==> config.mk <==
export PLATFORM = sky130hd
export DESIGN_NAME = i2c_master_byte_ctrl
export DESIGN_NICKNAME = d
export VERILOG_FILES = /design/src/rtl/i2c_pkg.sv /design/src/rtl/i2c_qtr_timer.sv /design/src/rtl/i2c_master_byte_ctrl.sv
export SDC_FILE = /design/constraint.sdc
export NUM_CORES = 1
export LEC_CHECK = 0
export ABC_AREA = 1
export CORE_AREA = 3 3 78 80
export DETAILED_ROUTE_END_ITERATION = 8
export DIE_AREA = 0 0 81 83
export DONT_BUFFER_PORTS = 1
export PLACE_DENSITY = 0.56
export SLEW_MARGIN = 20
export SYNTH_ARGS = -nofsm -noshare
export SYNTH_HDL_FRONTEND = slang
export SYNTH_SLANG_ARGS = --single-unit
export TNS_END_PERCENT = 30
==> constraint.sdc <==
create_clock -name clk_i -period 5 [get_ports clk_i]
set_input_delay 1 -clock clk_i [delete_from_list [all_inputs] [get_ports clk_i]]
set_output_delay 1 -clock clk_i [all_outputs]
set_load 0.05 [all_outputs]
==> src/rtl/i2c_pkg.sv <==
// Shared encodings for the I2C byte-level initiator: command codes,
// controller states and the quarter-phase indices of one SCL period.
package i2c_pkg;

  typedef enum logic [1:0] {
    CMD_START = 2'b00,
    CMD_WRITE = 2'b01,
    CMD_READ  = 2'b10,
    CMD_STOP  = 2'b11
  } cmd_e;

  typedef enum logic [2:0] {
    ST_IDLE  = 3'd0,
    ST_START = 3'd1,
    ST_BIT_W = 3'd2,
    ST_BIT_R = 3'd3,
    ST_ACK_W = 3'd4,
    ST_ACK_R = 3'd5,
    ST_STOP  = 3'd6,
    ST_DONE  = 3'd7
  } state_e;

  localparam logic [1:0] PH_Q0 = 2'd0;
  localparam logic [1:0] PH_Q1 = 2'd1;
  localparam logic [1:0] PH_Q2 = 2'd2;
  localparam logic [1:0] PH_Q3 = 2'd3;

endpackage

==> src/rtl/i2c_qtr_timer.sv <==
// Quarter-period timer for SCL generation. Counts QTR clocks per quarter and
// steps the quarter index Q0..Q3. Freezes while we release SCL but the pad
// still reads low, so a stretching slave slows the whole bit down.
module i2c_qtr_timer #(
  parameter int QTR = 25
) (
  input  logic       clk_i,
  input  logic       rst_n,
  input  logic       clr,
  input  logic       run,
  input  logic       scl_drv,
  input  logic       scl_pad,
  output logic       qtr_tick,
  output logic [1:0] q,
  output logic       qtr_first
);

  localparam int QTR_W = $clog2(QTR);
  localparam logic [QTR_W-1:0] CNT_MAX = QTR_W'(QTR - 1);

  logic [QTR_W-1:0] cnt;
  logic             en;

  // counting is enabled only for bus commands and while SCL is not being stretched
  assign en        = run && !(scl_drv && !scl_pad);
  assign qtr_tick  = en && (cnt == CNT_MAX);
  assign qtr_first = en && (cnt == '0);

  // quarter cycle counter and quarter index
  always_ff @(posedge clk_i or negedge rst_n) begin
    if (!rst_n) begin
      cnt <= '0;
      q   <= 2'd0;
    end else if (clr) begin
      cnt <= '0;
      q   <= 2'd0;
    end else if (en) begin
      if (cnt == CNT_MAX) begin
        cnt <= '0;
        q   <= q + 2'd1;
      end else begin
        cnt <= cnt + QTR_W'(1);
      end
    end
  end

endmodule

==> src/rtl/i2c_master_byte_ctrl.sv <==
// Byte-level I2C initiator. Accepts START / WRITE / READ / STOP commands over
// a valid/ready handshake and sequences the open-drain SCL/SDA pads quarter by
// quarter. Pad enables come directly from flops; a pad change lands on the
// first cycle of each quarter, so every quarter keeps its full length.
module i2c_master_byte_ctrl
  import i2c_pkg::*;
#(
  parameter int QTR = 25
) (
  input  logic       clk_i,
  input  logic       rst_n,
  input  logic       cmd_valid_i,
  output logic       cmd_ready_o,
  input  logic [1:0] cmd_i,
  input  logic [7:0] wdata_i,
  input  logic       rack_i,
  output logic [7:0] rdata_o,
  output logic       ack_o,
  output logic       done_o,
  output logic       busy_o,
  output logic       scl_o,
  output logic       sda_o,
  input  logic       scl_i,
  input  logic       sda_i
);

  state_e     state;
  state_e     state_nx;
  logic       accept;
  logic       run;
  logic       qtr_tick;
  logic       qtr_first;
  logic [1:0] q;
  logic       last_q;
  logic       q3_first;
  logic [2:0] bit_cnt;
  logic [7:0] shreg;
  logic       rack_r;
  logic       scl_nx;
  logic       sda_nx;

  assign accept   = cmd_valid_i && cmd_ready_o;
  assign run      = (state inside {ST_START, ST_BIT_W, ST_BIT_R, ST_ACK_W, ST_ACK_R, ST_STOP});
  assign last_q   = qtr_tick && (q == PH_Q3);
  assign q3_first = qtr_first && (q == PH_Q3);

  i2c_qtr_timer #(
    .QTR(QTR)
  ) u_timer (
    .clk_i     (clk_i),
    .rst_n     (rst_n),
    .clr       (accept),
    .run       (run),
    .scl_drv   (scl_o),
    .scl_pad   (scl_i),
    .qtr_tick  (qtr_tick),
    .q         (q),
    .qtr_first (qtr_first)
  );

  // controller state register
  always_ff @(posedge clk_i or negedge rst_n) begin
    if (!rst_n) begin
      state <= ST_IDLE;
    end else begin
      state <= state_nx;
    end
  end

  // next state: bus commands run four quarters per bit, idle-bus data commands finish at once
  always_comb begin
    state_nx = state;
    case (state)
      ST_IDLE: begin
        if (accept) begin
          case (cmd_i)
            CMD_START: state_nx = ST_START;
            CMD_WRITE: state_nx = busy_o ? ST_BIT_W : ST_DONE;
            CMD_READ:  state_nx = busy_o ? ST_BIT_R : ST_DONE;
            CMD_STOP:  state_nx = busy_o ? ST_STOP : ST_DONE;
            default:   state_nx = ST_DONE;
          endcase
        end else begin
          state_nx = ST_IDLE;
        end
      end
      ST_BIT_W: begin
        if (last_q) begin
          state_nx = (bit_cnt == 3'd7) ? ST_ACK_R : ST_BIT_W;
        end else begin
          state_nx = ST_BIT_W;
        end
      end
      ST_BIT_R: begin
        if (last_q) begin
          state_nx = (bit_cnt == 3'd7) ? ST_ACK_W : ST_BIT_R;
        end else begin
          state_nx = ST_BIT_R;
        end
      end
      ST_START, ST_ACK_W, ST_ACK_R, ST_STOP: begin
        if (last_q) begin
          state_nx = ST_DONE;
        end else begin
          state_nx = state;
        end
      end
      ST_DONE: state_nx = ST_IDLE;
      default: state_nx = ST_IDLE;
    endcase
  end

  // next pad levels: set on the first cycle of each quarter, SCL parked low after a START or byte
  always_comb begin
    scl_nx = scl_o;
    sda_nx = sda_o;
    if (qtr_first) begin
      case (state)
        ST_START: begin
          case (q)
            PH_Q0:   sda_nx = 1'b1;
            PH_Q1:   scl_nx = 1'b1;
            default: sda_nx = 1'b0;
          endcase
        end
        ST_BIT_W, ST_BIT_R, ST_ACK_W, ST_ACK_R: begin
          if (!q[1]) begin
            scl_nx = 1'b0;
            case (state)
              ST_BIT_W: sda_nx = shreg[7];
              ST_ACK_W: sda_nx = rack_r;
              default:  sda_nx = 1'b1;
            endcase
          end else begin
            scl_nx = 1'b1;
          end
        end
        ST_STOP: begin
          case (q)
            PH_Q0: begin
              scl_nx = 1'b0;
              sda_nx = 1'b0;
            end
            PH_Q1: begin
              scl_nx = 1'b1;
              sda_nx = 1'b0;
            end
            default: sda_nx = 1'b1;
          endcase
        end
        default: begin
          scl_nx = scl_o;
          sda_nx = sda_o;
        end
      endcase
    end else if ((state == ST_DONE) && busy_o) begin
      scl_nx = 1'b0;
    end else begin
      scl_nx = scl_o;
    end
  end

  // pad enable flops, released on reset
  always_ff @(posedge clk_i or negedge rst_n) begin
    if (!rst_n) begin
      scl_o <= 1'b1;
      sda_o <= 1'b1;
    end else begin
      scl_o <= scl_nx;
      sda_o <= sda_nx;
    end
  end

  // handshake, bus ownership, shift data, ACK capture and received byte
  always_ff @(posedge clk_i or negedge rst_n) begin
    if (!rst_n) begin
      cmd_ready_o <= 1'b1;
      done_o      <= 1'b0;
      busy_o      <= 1'b0;
      ack_o       <= 1'b1;
      rdata_o     <= 8'h00;
      bit_cnt     <= 3'd0;
      shreg       <= 8'h00;
      rack_r      <= 1'b0;
    end else begin
      done_o <= (state == ST_DONE);
      if (accept) begin
        cmd_ready_o <= 1'b0;
      end else if (done_o) begin
        cmd_ready_o <= 1'b1;
      end
      if (accept) begin
        shreg   <= wdata_i;
        rack_r  <= rack_i;
        bit_cnt <= 3'd0;
        if (cmd_i == CMD_START) begin
          busy_o <= 1'b1;
        end else if (!busy_o) begin
          ack_o <= 1'b1;
        end
      end else begin
        case (state)
          ST_BIT_W: begin
            if (last_q) begin
              shreg   <= {shreg[6:0], 1'b0};
              bit_cnt <= bit_cnt + 3'd1;
            end
          end
          ST_BIT_R: begin
            if (q3_first) begin
              rdata_o <= {rdata_o[6:0], sda_i};
            end
            if (last_q) begin
              bit_cnt <= bit_cnt + 3'd1;
            end
          end
          ST_ACK_R: begin
            if (q3_first) begin
              ack_o <= sda_i;
            end
          end
          ST_STOP: begin
            if (last_q) begin
              busy_o <= 1'b0;
            end
          end
          default: begin
            bit_cnt <= bit_cnt;
          end
        endcase
      end
    end
  end

endmodule
# After elaboration in Yosys (flattened, before gate mapping)
# Index checks and enable logic that the tools add are counted.
dict set report op_classes {
  add_sub_neg 3
  multipliers 0
  n_div 0
  n_lt_le_gt_ge 0
  eq_ne 23
  shift 0
  n_mux 45
  bitwise 1
  reduce_logical 38
}
# op count
set ops {}
lappend ops {{$mux 3} 11}
lappend ops {{$mux 8} 3}
lappend ops {{$reduce_bool 2->1} 10}
lappend ops {{$mux 1} 18}
lappend ops {{$eq 3x3->1 const B} 5}
lappend ops {{$mux 5} 3}
lappend ops {{$pmux 3 s5} 1}
lappend ops {{$pmux 3 s4} 1}
lappend ops {{$reduce_and 4->1} 3}
lappend ops {{$ne 2x2->1 const B} 5}
lappend ops {{$logic_and 1x1->1} 8}
lappend ops {{$reduce_or 4->1} 2}
lappend ops {{$eq 2x2->1 const B} 3}
lappend ops {{$eq 3x2->1 const B} 2}
lappend ops {{$mux 2} 3}
lappend ops {{$pmux 1 s2} 3}
lappend ops {{$pmux 1 s3} 2}
lappend ops {{$reduce_and 2->1} 3}
lappend ops {{$reduce_and 3->1} 2}
lappend ops {{$reduce_bool 6->1} 1}
lappend ops {{$add 5x1->5 const B} 1}
lappend ops {{$eq 5x5->1 const B} 1}
lappend ops {{$logic_not 5->1} 1}
lappend ops {{$eq 2x1->1 const B} 2}
lappend ops {{other kinds (13)} 16}
dict set report totals {
  ff_bits 36
  latch_bits 0
  mem_bits_rw 0
  rom_bits 0
  inputBits 16
  word_cells 123
  n_memories 0
}

# Depth between registers and ports, before layout
dict set report logic_depth {
  depth_word 9
  ltp_mapped 12
  mapped_depth_nobuf 10
}

# Modules after synthesis
# Synthesis repeated with hierarchy kept, for this count alone.
dict set report unflattened {
  cells_unflattened 273
  hier_area_um2 2135.8
}
# module instances cells_each area_each_um2 seq_area_each_um2
set modules_own_cells {}
lappend modules_own_cells {i2c_master_byte_ctrl 1 215 1691.6 730.7}
lappend modules_own_cells {i2c_qtr_timer 1 58 444.2 175.2}

# Worst setup path before layout
# Ideal clock, no wire load.
dict set report synth_timing {
  path_type {input to register}
  start {input port cmd_valid_i}
  end {register u_timer.q[0]}
  t_arrival_ns 1.809
  t_required_ns 4.873
  path_slack_ns 3.064
  path_stages 7
  path_buffers 1
  cell_sequence {nand2_1 > inv_1 > buf_2 > nor2_1 > nor2_1 > nand3_1 > o21ai_0}
}
dict set report synth_via {
  elab_chain_len 3
  elab_cells_between_ends 5
  cone_classes {mux: 1; reduce/logical: 4}
}
# element line_no
set synth_lines {}
lappend synth_lines {{start: declaration} i2c_master_byte_ctrl.sv:12} ;# input logic cmd_valid_i,
lappend synth_lines {{$logic_and 1x1->1 *} i2c_master_byte_ctrl.sv:42} ;# assign accept = cmd_valid_i && cmd_ready_o;
lappend synth_lines {{$reduce_bool 2->1 (no source line)} -}
lappend synth_lines {{$reduce_and 2->1 (no source line)} -}
lappend synth_lines {{end signal: assignment} i2c_qtr_timer.sv:40} ;# q <= q + 2'd1;
lappend synth_lines {{end: declaration} i2c_qtr_timer.sv:14} ;# output logic [1:0] q,
# Mark *: on every way between the ends. The rest lies on a longest branch, timed or not.
# A chain may end at the register's enable or synchronous reset.

# Worst setup path in the final report
dict set report layout_timing {
  start {register cmd_ready_o}
  end {register u_timer.q[1]}
}
dict set report layout_via {
  elab_chain_len 3
  elab_cells_between_ends 5
  cone_classes {mux: 1; reduce/logical: 4}
}
# element line_no
set layout_lines {}
lappend layout_lines {{start: declaration} i2c_master_byte_ctrl.sv:13} ;# output logic cmd_ready_o,
lappend layout_lines {{start signal: assignment} i2c_master_byte_ctrl.sv:177} ;# cmd_ready_o <= 1'b1;
lappend layout_lines {{start signal: assignment} i2c_master_byte_ctrl.sv:188} ;# cmd_ready_o <= 1'b0;
lappend layout_lines {{start signal: assignment} i2c_master_byte_ctrl.sv:190} ;# cmd_ready_o <= 1'b1;
lappend layout_lines {{$logic_and 1x1->1 *} i2c_master_byte_ctrl.sv:42}
lappend layout_lines {{$reduce_bool 2->1 (no source line)} -}
lappend layout_lines {{$reduce_and 2->1 (no source line)} -}
# Marked as above.

==> results.cfg <==
[clocking]
cts_hold_buf = 0
clockBufferDepth = 2
insertion_delay_ps = 290
cts_tree = built
cts-resized-gates = 0
post_cts_buffers = 0
cts_buffers = 5
cts.clk_slew.worst_paths_ps = 80
cts_sinks = 36
cts_max_level = 2
cts_root_buffer = clkbuf_8

[pwr]
switching_power_uw = 693
powerDensity_mw_per_mm2 = 649
ir_drop_v = 0.000197
total_leakage_power_nw = 1.05
clkPwrFrac_pct = 15.1
combPwrFrac_pct = 34.8
switching_share_pct = 50.1
p_seq_share_pct = 50.1
internal_power_uw = 689
totalPowerFinal_mw = 1.38

[synthesis]
yosysSeqAreaShare_pct = 45.2
syn_area_mm2 = 0.00200
ys.warnings.count = 0
synth_fa_ha_area_share_pct = 4.37
muxShareOfSynthArea_pct = 0
synthXorXnorAreaFrac_pct = 0.874
avgSynthCellArea_um2 = 7.86
synth_top_family_by_area = simple AND/OR/NAND/NOR gates
netlist_instances = 255
synth_compound_area_share_pct = 12.2
synth-simple-area-share_pct = 27.7
synth-seq-cells = 36
syn-num-nets = 278
synth_cell_types = 31

[drt]
drc = 0
wl_mm = 3.91
vias_per_cell = 4.72
drt_pass1_iterations = 5
routedWlPerCell_um = 11.9
antenna_left = 0
dr.first_iter.drc_count = 81
vias = 1554

[cells_and_area]
finish.instance_area_mm2 = 0.00213
most-common-layout-cells = nand2_1, inv_1, dfrtp_1, nor2_1, o21ai_0
ff_latch_area_um2 = 906
fin_cells = 329
fin_util_pct = 38.9
layout-drive-gt1-share_pct = 10.9
final_common_cell = nand2_1
nNetsFinal = 279
n_antenna_cell = 0
fillers = 586
multiInputGateArea_um2 = 903
areaGrowthSynthToFinish_pct = 6.31

[timing]
period_needed_ps = 2300
hold_violations = 0
maxSlewViolCount = 0
fin_crit_sh_pct = 46.0
fmax_ghz = 0.435
holdWs_ps = 393
max_slew_margin_pct = 56.8
setup_violations = 0
worst_pin_slew_ps = 648
setup_ws_ps = 2700
skew_ps = 3.70
rsz0062_at_grt = no
tns_ps = 0

[setup_path]
crit_top_cell = nor2_1
path_cells = nand2_1 -> inv_1 -> nor2_1 -> nor2_1 -> nand3_1 -> o21ai_0
critPathMaxStageDelay_ps = 700
end_kind = register
crit_required_ps = 5220
cp_slowest_cell = dfstp_2
start_kind = register
crit_type = reg2reg
cp_data_arrival_time_ps = 2520
crit_fanout = 21

[placement]
portBuffers = 0
dp_slack_ps = 2330
routabilityCongestion = 0.902
placed_cells = 321
placed_area_mm2 = 0.00204
hpwlAfterDp_mm = 2.87

[global_route]
grt_first_pass_wirelength_mm = 6.96
gr-usage-met1_pct = 16.6
antenna_found_initial = 0
gr-usage-met2_pct = 21.0
grt_max_degree = 37
grt_usage_pct = 13.2
grt_overflow = 0
globalRoute.busiestLayer = met2
met3_usage_pct = 4.12
first_global_vias = 1517

[floorplan]
core_area_mm2 = 0.00547
ios = 30
die_w_um = 81
rows = 27
die_h_um = 83
dieArea_mm2 = 0.00672
start_util_pct = 36.6

[worst_hold_path]
hp-class = in2async

[outcome]
status = completed

[run]
maxCapViolCount = 0
-- synth_stat cells, drive strengths merged --
cell | n | area (um^2)
inv | 38 | 143
nand2 | 66 | 270
o21ai | 31 | 163
a22o | 1 | 8.76
a21oi | 9 | 45.0
nor3 | 4 | 25.0
xor2 | 2 | 17.5
nand3 | 20 | 118
o21a | 1 | 7.51
o22ai | 1 | 6.26
dfrtp | 32 | 801
dfstp | 4 | 105
buf | 5 | 47.5
nor2 | 28 | 123
ha | 7 | 87.6
o211ai | 1 | 7.51
clkbuf | 1 | 3.75
a31oi | 1 | 6.26
nand4 | 3 | 18.8
-- sequential cells by signal, summed over array words and instances (netlist names), 2 cells and up --
| name | count |
|---|---|
| bit_cnt | 3 |
| u_timer.q | 2 |
| rdata_o | 8 |
| u_timer.cnt | 5 |
| state | 3 |
| shreg | 8 |
-- cell type report --
cell class | count | area share [%]
tap | 72 | 4.23
clock inverter | 3 | 0.881
sequential | 36 | 42.5
multi-input combinational | 175 | 42.4
inverter | 38 | 6.70
clock buffer | 5 | 3.23
-- cell families after synthesis --
family / count (synthesis)
adders and majority gates: 7
DFF: 36
AOI/OAI and AO/OA: 45
and+or+nand+nor: 121
xor gates and xnor gates: 2
buffers and inverters: 44
-- routing by layer --
layer  wire (um)  part of all wire (%)
met4          65                   1.7
met2        1890                    48
met3         197                   5.0
met1        1760                    45
met5           0                     0
-- worst max-delay path, delay by kind of cell, from the launching register on --
kind / cells / cell delay [ps]
buf+inv: 1 / 550
flops: 1 / 700
simple gates: 4 / 880
compound gates: 1 / 80
-- final timing paths --
check / start / to / slack, ps / cells past startpoint
min in group clk_i: rack_r / rack_r / 490 / 2
min reg2reg: rack_r / rack_r / 490 / 2
max: cmd_ready_o / u_timer.q[1] / 2700 / 6
max in group asynchronous: rst_n / ack_o / 4430 / 0
max reg2reg: cmd_ready_o / u_timer.q[1] / 2700 / 6
min: rst_n / rdata_o[7] / 390 / 0
-- power groups by stage --
stage / registers (mW) / clock network [mW] / logic [mW]
finish: 0.693 / 0.208 / 0.481
global route: 0.715 / 0.229 / 0.574
CTS: 0.696 / 0.215 / 0.488
detailed placement: 0.702 / 0 / 0.484
global placement: 0.701 / 0 / 0.483
floorplan: 0.667 / 0 / 0.423
No activity file was read; power rests on OpenSTA's default activity.
